--- src/rtl/fetch_unit_if.sv ---
// Fetch-unit bus bundle: instruction-memory request/response plus the core-side handshake.
// The fetch unit is the master (it issues requests); memory and core form the slave side.
interface fetch_unit_if;
    logic        o_req;
    logic [31:0] o_req_addr;
    logic        i_gnt;
    logic        i_rvalid;
    logic [31:0] i_rdata;
    logic        o_valid;
    logic [31:0] o_inst;
    logic [31:0] o_pc;
    logic        i_ready;
    logic        i_redirect;
    logic [31:0] i_redirect_pc;

    modport master (
        output o_req, o_req_addr, o_valid, o_inst, o_pc,
        input  i_gnt, i_rvalid, i_rdata, i_ready, i_redirect, i_redirect_pc
    );
    modport slave (
        input  o_req, o_req_addr, o_valid, o_inst, o_pc,
        output i_gnt, i_rvalid, i_rdata, i_ready, i_redirect, i_redirect_pc
    );
endinterface

--- src/rtl/fetch_unit.sv ---
// Instruction fetch stage: word-aligned requests to memory, in-order responses buffered
// with their PCs in a DEPTH-entry FIFO; a redirect flushes the FIFO and drops in-flight data.
module fetch_unit #(
    parameter logic [31:0] RESET_PC = 32'h0000_0000,
    parameter int          DEPTH    = 4
) (
    input logic          i_clk,
    input logic          i_rst_n,
    fetch_unit_if.master bus
);
    localparam int AW = $clog2(DEPTH);
    localparam int CW = $clog2(DEPTH + 1);

    logic [31:0]   f_pc_q, f_pc_d, r_pc_q, r_pc_d;
    logic [CW-1:0] outst_q, outst_d, drop_q, drop_d, count_q, count_d;
    logic [AW-1:0] rd_q, rd_d, wr_q, wr_d;
    logic          up_q;
    logic [31:0]   pc_mem   [DEPTH];
    logic [31:0]   inst_mem [DEPTH];

    logic          rsp, gnt, push, pop;
    logic [CW:0]   occ;
    logic [31:0]   redir_pc;

    // Room check uses registered occupancy only, so a same-cycle pop never frees a slot early.
    assign occ      = {1'b0, outst_q} + {1'b0, count_q};
    assign redir_pc = {bus.i_redirect_pc[31:2], 2'b00};
    assign rsp      = bus.i_rvalid && (outst_q != '0);
    assign bus.o_req = i_rst_n && up_q && !bus.i_redirect && (occ < (CW+1)'(DEPTH));
    assign gnt      = bus.o_req && bus.i_gnt;
    assign push     = rsp && (drop_q == '0) && !bus.i_redirect;
    assign bus.o_valid = i_rst_n && (count_q != '0) && !bus.i_redirect;
    assign pop      = bus.o_valid && bus.i_ready;

    assign bus.o_req_addr = f_pc_q;
    assign bus.o_inst     = inst_mem[rd_q];
    assign bus.o_pc       = pc_mem[rd_q];

    always_comb begin
        f_pc_d  = f_pc_q;
        r_pc_d  = r_pc_q;
        outst_d = outst_q + CW'(gnt) - CW'(rsp);
        drop_d  = drop_q;
        count_d = count_q + CW'(push) - CW'(pop);
        rd_d    = rd_q;
        wr_d    = wr_q;
        if (gnt)                     f_pc_d = f_pc_q + 32'd4;
        if (rsp && (drop_q != '0))   drop_d = drop_q - CW'(1);
        if (push) begin
            r_pc_d = r_pc_q + 32'd4;
            wr_d   = wr_q + AW'(1);
        end
        if (pop)                     rd_d = rd_q + AW'(1);
        // Everything still in flight after this cycle belongs to the abandoned stream.
        if (bus.i_redirect) begin
            f_pc_d  = redir_pc;
            r_pc_d  = redir_pc;
            count_d = '0;
            rd_d    = '0;
            wr_d    = '0;
            drop_d  = outst_q - CW'(rsp);
        end
    end

    always_ff @(posedge i_clk) begin
        if (!i_rst_n) begin
            f_pc_q  <= RESET_PC;
            r_pc_q  <= RESET_PC;
            outst_q <= '0;
            drop_q  <= '0;
            count_q <= '0;
            rd_q    <= '0;
            wr_q    <= '0;
            up_q    <= 1'b0;
        end else begin
            f_pc_q  <= f_pc_d;
            r_pc_q  <= r_pc_d;
            outst_q <= outst_d;
            drop_q  <= drop_d;
            count_q <= count_d;
            rd_q    <= rd_d;
            wr_q    <= wr_d;
            up_q    <= 1'b1;
        end
    end

    always_ff @(posedge i_clk) begin
        if (push) begin
            pc_mem[wr_q]   <= r_pc_q;
            inst_mem[wr_q] <= bus.i_rdata;
        end
    end

    a_no_orphan_rsp: assert property (@(posedge i_clk) disable iff (!i_rst_n)
        !(bus.i_rvalid && (outst_q == '0)));
endmodule

--- src/flat_wrapper.sv ---
// flat-port wrapper written by rule: the top's interface ports become plain ports
module fetch_unit_flat 
#(
    parameter logic [31:0] RESET_PC = 32'h0000_0000,
    parameter int          DEPTH    = 4
)
  (i_clk, i_rst_n, bus_o_req, bus_o_req_addr, bus_o_valid, bus_o_inst, bus_o_pc, bus_i_gnt, bus_i_rvalid, bus_i_rdata, bus_i_ready, bus_i_redirect, bus_i_redirect_pc);
  fetch_unit_if bus_i ();
  input logic i_clk;
  input logic i_rst_n;
  output wire logic [$bits(bus_i.o_req)-1:0] bus_o_req;
  output wire logic [$bits(bus_i.o_req_addr)-1:0] bus_o_req_addr;
  output wire logic [$bits(bus_i.o_valid)-1:0] bus_o_valid;
  output wire logic [$bits(bus_i.o_inst)-1:0] bus_o_inst;
  output wire logic [$bits(bus_i.o_pc)-1:0] bus_o_pc;
  input wire logic [$bits(bus_i.i_gnt)-1:0] bus_i_gnt;
  input wire logic [$bits(bus_i.i_rvalid)-1:0] bus_i_rvalid;
  input wire logic [$bits(bus_i.i_rdata)-1:0] bus_i_rdata;
  input wire logic [$bits(bus_i.i_ready)-1:0] bus_i_ready;
  input wire logic [$bits(bus_i.i_redirect)-1:0] bus_i_redirect;
  input wire logic [$bits(bus_i.i_redirect_pc)-1:0] bus_i_redirect_pc;
  assign bus_o_req = bus_i.o_req;
  assign bus_o_req_addr = bus_i.o_req_addr;
  assign bus_o_valid = bus_i.o_valid;
  assign bus_o_inst = bus_i.o_inst;
  assign bus_o_pc = bus_i.o_pc;
  assign bus_i.i_gnt = bus_i_gnt;
  assign bus_i.i_rvalid = bus_i_rvalid;
  assign bus_i.i_rdata = bus_i_rdata;
  assign bus_i.i_ready = bus_i_ready;
  assign bus_i.i_redirect = bus_i_redirect;
  assign bus_i.i_redirect_pc = bus_i_redirect_pc;
  fetch_unit #(.RESET_PC(RESET_PC), .DEPTH(DEPTH)) u_core (.i_clk(i_clk), .i_rst_n(i_rst_n), .bus(bus_i));
endmodule
--- config.mk ---
export PLATFORM = sky130hd
export DESIGN_NAME = fetch_unit_flat
export DESIGN_NICKNAME = d
export VERILOG_FILES = /design/src/rtl/fetch_unit_if.sv /design/src/rtl/fetch_unit.sv /design/src/flat_wrapper.sv
export SDC_FILE = /design/constraint.sdc
export NUM_CORES = 1
export LEC_CHECK = 0
export CELL_PAD_IN_SITES_DETAIL_PLACEMENT = 0
export CELL_PAD_IN_SITES_GLOBAL_PLACEMENT = 2
export CORE_ASPECT_RATIO = 0.9
export CORE_MARGIN = 1.5
export CORE_UTILIZATION = 41
export CTS_BUF_LIST = sky130_fd_sc_hd__clkbuf_2 sky130_fd_sc_hd__clkbuf_4 sky130_fd_sc_hd__clkbuf_8
export DETAILED_ROUTE_END_ITERATION = 8
export PLACE_DENSITY = 0.87
export SETUP_SLACK_MARGIN = 0.02
export SLEW_MARGIN = 20
export SYNTH_ARGS = -nofsm -noshare
export SYNTH_HDL_FRONTEND = slang
export SYNTH_SLANG_ARGS = --single-unit
--- constraint.sdc ---
create_clock -name i_clk -period 4.2 [get_ports i_clk]
set_input_delay 0.84 -clock i_clk [delete_from_list [all_inputs] [get_ports i_clk]]
set_output_delay 0.84 -clock i_clk [all_outputs]
set_load 0.005 [all_outputs]
### Yosys cells after proc, flatten, opt, wreduce, memory -nomap -nowiden

Memories as Yosys holds them, arrays and structs flattened. A register that Yosys moved wholly into a read port is not among the register bits.
Index checks and enable logic that the tools add are counted.

* register bits: 78
* RAM bits: 256
* input bits: 70
* output and inout port bits: 98
* memories kept: 2

* bitwise operators: 1
* $lt $le $gt $ge: 1
* mux-type cells: 13
* reduce and logical (&&, ||, !) cells: 20
* $add $sub $neg: 11

Memory list
* u_core.inst_mem: words 4, bits a word 32, rd ports 1, clocked after memory_dff 1, write ports 1, line fetch_unit.sv:19 `logic [31:0] inst_mem [DEPTH];`
* u_core.pc_mem: words 4, bits a word 32, rd ports 1, clocked after memory_dff 1, write ports 1, line fetch_unit.sv:18 `logic [31:0] pc_mem [DEPTH];`

Operator list (number)
* 32-bit two-way mux: 4
* 32-bit by 3-bit adder with 32-bit output (second input constant): 2
* 1-bit logical AND: 11
* 3-bit nonzero test: 3
* 3-bit by 1-bit subtractor with 3-bit output: 3
* 2-bit two-way mux: 4
* 3-bit by 1-bit adder with 3-bit output: 2
* 3-bit two-way mux: 2
* 2-bit nonzero test: 3
* 2-bit by 1-bit adder with 2-bit output (second input constant): 2
* 3-bit by 3-bit adder with 4-bit output: 1
* 4-bit by 3-bit less-than comparator with 1-bit output (second input constant): 1
* 3-bit logical NOT: 1
* 1-bit two-way mux: 3
* 3-bit by 1-bit subtractor with 3-bit output (second input constant): 1
* 2-bit OR reduction: 1
* 1-bit logical NOT: 1
* 1-bit NOT: 1

### Longest topological paths before layout

* depth after elaboration: 6
* depth in mapped cells: 10

### Worst setup path before layout

Ideal clock, no wire load.

* path type: input to register
* start point: input port bus_i_redirect
* end point: memory u_core.inst_mem[0][0], enable pin
* path slack: 0.903 ns
* stages on the path: 3
* required time: 3.774 ns
* path buffers: 1
* library setup time: 0.426 ns
* arrival: 2.870 ns
* cells stage by stage: clkbuf_1 > nor3_1 > and2_1

* cells in the longest elaborated chain, start to end: 4

Ends and longest elaborated chain
* from (decl): line flat_wrapper.sv:20 `input wire logic [$bits(bus_i.i_redirect)-1:0] bus_i_redirect;`
* 1-bit logical NOT: line fetch_unit.sv:31 `assign push = rsp && (drop_q == '0) && !bus.i_redirect;`
* 1-bit logical AND: line fetch_unit.sv:31
* via u_core.push: line fetch_unit.sv:21 `logic rsp, gnt, push, pop;`
* 1-bit two-way mux: line fetch_unit.sv:88 `if (push) begin`
* 1-bit two-way mux (implied by the code): line fetch_unit.sv:90 `inst_mem[wr_q] <= bus.i_rdata;`
* to (decl): line fetch_unit.sv:19

The timed path passes the listed nets, and every way through them passes these cells.

==> results.cfg <==
[sta]
skew_ns = 0.0207
max_slew_margin_pct = 27.9
worst_pin_slew_ns = 1.08
finalCriticalPeriod_ns = 3.50
max_freq_mhz = 286
hold_viol_final = 0
rsz0062_at_grt = false
maxSlewViolCount = 0
setup_slack_ns = 0.701
finalCritPeriodShare_pct = 83.3
tns_ns = 0
setup_viol_count_final = 0

[final_layout]
drive_gt1_share_pct = 16.0
fin_util_pct = 52.3
area_delta_synth_final_pct = 24.3
stdcell_count = 1495
layout.nets = 1133
antennaDiodeCount = 0

[clock_network]
cts-buffers-inserted = 52
clock_path_buffers = 3
hold_buffers = 0
cts_setup_buffers = 0
cts.sinks = 324
clock_latency_ns = 0.58
root_buffer = clkbuf_8
cts_tree = built
cts_resized = 0
h-tree-depth = 2
path_clk_slew_ns = 0.06

[floorplan]
start_util_pct = 42.1
die_area_um2 = 33100
fp.dieW_um = 192
pin_count = 168
fp-row-count = 61
core-area_um2 = 31200
die_h_um = 173

[global_route]
grt_pass1_wl_um = 44300
grt_pass1_vias = 7736
grt_max_degree = 63
grt_usage_pct = 17.2
antenna_found_initial = 0
grt_overflow = 0

[yosys]
seq_area_frac_synth_pct = 68.3
ys.flop_type = edfxtp_1
ys_ff_latch = 324
netlist_area_um2 = 13100
yosys.cell_types.count = 50
yosysWarnings = 0
avgSynthCellArea_um2 = 15.3
synth_edf_count = 248
syn_inst = 858
async_reset_ff_share_pct = 0

[detailed_routing]
drt_pass1_iterations = 4
wire_per_inst_um = 19.2
drtIter0Drc = 410
drc = 0
vias_per_cell = 5.29
vias = 7903
ant_nets = 0
drt-total-wl_um = 28700

[worst_setup_path]
required_ns = 3.36
critical_path_class = flip-flop to output pin
start_kind = flip-flop
reg2reg_slack_ns = 1.54
setup.worst_path.end_class = output pin
worstPathMaxFanout = 19
arrival_ns = 2.66
reg2reg_to = u_core.bus.o_req_addr[29]
r2r-start = u_core.outst_q[2]
ff2ff_path_depth = 8

[power]
p_leak_uw = 0.00522
power_density_nw_per_um2 = 433
peakVddDrop_mv = 0.236

[place]
numPlacedInstances = 1400
hpwl_um = 18100
port_buffers = 161
gp_congestion = 0.842
pre_cts_slack_ns = 0.757

[min_path]
holdCritStartpoint = u_core.wr_q[1]
holdPathStages = 2
hold_class = flip-flop to flip-flop
min_to = u_core.wr_q[1]

[flow_run]
drv_cap = 0

[status]
outcome = completed
## flip-flops by register name, indices dropped and copies added, names as in the netlist, named ones only
| register | flops |
|---|---|
| u_core.inst_mem | 128 |
| u_core.pc_mem | 120 |
| u_core.bus.o_req_addr | 30 |
| u_core.r_pc_q | 30 |
| u_core.count_q | 3 |
| u_core.drop_q | 3 |
| u_core.outst_q | 3 |
| u_core.rd_q | 2 |
| u_core.wr_q | 2 |
| u_core.up_q | 1 |
## layout by cell type (no fill, tap or decap), types with 22 or more instances in the layout
cell type | netlist | routed
nand2_1 | 43 | 43
nand3_1 | 24 | 24
clkbuf_8 | 0 | 52
nor2_1 | 33 | 33
inv_1 | 22 | 22
mux4_2 | 62 | 62
o21ai_0 | 46 | 46
a21oi_1 | 56 | 56
xnor2_1 | 26 | 26
edfxtp_1 | 248 | 248
clkdlybuf4s50_1 | 0 | 161
dfxtp_1 | 76 | 74
nand4_1 | 22 | 22
## metal layers
metal,up-vias,part of all wire (%),global-route usage (%)
li1,3724,-,-
met4,0,1.8,5.05
met1,3860,49,26.3
met2,280,43,24.6
met5,-,0,0
met3,39,6.3,3.33
## metrics by stage
step / area [um2] / power [uW] / hold slack (ns)
after floorplan: 13100 / 4100 / 0.460
after global placement: 15300 / 4490 / 0.501
after detailed placement: 15300 / 4500 / 0.517
after CTS: 16300 / 7160 / 0.529
after global routing: 16300 / 7380 / 0.557
final: 16300 / 7060 / 0.531
## how the worst max path moves through the flow
stage | endpoint | cells after the start
3_3_place_gp | u_core.count_q[2] | 10
4_1_cts | bus_o_inst[15] | 3
3_5_place_dp | u_core.count_q[2] | 10
5_1_grt | bus_o_inst[20] | 3
2_1_floorplan | u_core.inst_mem[0][0] | 3
6_report | bus_o_inst[14] | 3
## where the power goes
| group | leakage, uW | switching, uW | internal (uW) |
|---|---|---|---|
| Clock | 0.000547 | 1190 | 1450 |
| Sequential | 0.00288 | 107 | 3610 |
| Combinational | 0.00179 | 324 | 385 |
| Total | 0.00522 | 1630 | 5440 |
## worst max-delay path, cell delays in order, from the launching register on
cell and delay, ns:
dfxtp_4 0.60, buf_4 0.44, mux4_2 0.55, clkdlybuf4s50_1 0.48
## cells by family (layout without fill, tap and decap cells)
kind of cell | count (synthesis) | after routing | share of synthesized area, %
other cells | 1 | 4 | 0.0286
simple gates | 202 | 202 | 8.15
buf+inv | 71 | 296 | 2.21
compound gates | 137 | 137 | 5.89
fa+ha+maj | 18 | 18 | 1.83
mux | 67 | 67 | 11.1
xor+xnor | 38 | 38 | 2.53
flops | 324 | 324 | 68.3
## Yosys cell counts, drive strengths merged, types with 2 or more instances
cell / instances / area (um2)
nor4b: 2 / 17.5
nand2: 43 / 161
a32oi: 6 / 52.6
or3: 6 / 37.5
ha: 16 / 200
xor2: 12 / 105
nand4: 23 / 150
nor3b: 3 / 22.5
nand2b: 2 / 12.5
nor4: 11 / 68.8
o21a: 3 / 22.5
o21ai: 46 / 230
a31oi: 13 / 81.3
a2bb2oi: 2 / 17.5
dfxtp: 76 / 1520
fa: 2 / 40.0
edfxtp: 248 / 7450
nor2: 33 / 124
a211oi: 4 / 30.0
nor3: 17 / 85.1
and3: 6 / 37.5
xnor2: 26 / 228
and4: 7 / 61.3
or2: 2 / 12.5
nand4b: 2 / 17.5
a21oi: 56 / 280
nor2b: 3 / 18.8
clkbuf: 35 / 133
or4: 4 / 30.0
and2: 12 / 75.1
mux4: 62 / 1400
nand3: 24 / 120
buf: 14 / 75.1
inv: 22 / 82.6
mux2: 4 / 45.0
## final cells by class
cell class	count	area (um2)
sequential	324	8970
clock buffer	70	851
fill	2605	14900
tap	409	512
inverter	22	82.6
multi-input combinational	466	3890
timing repair buffer	179	1830
clock inverter	25	175
No activity file was read; power rests on OpenSTA's default activity.
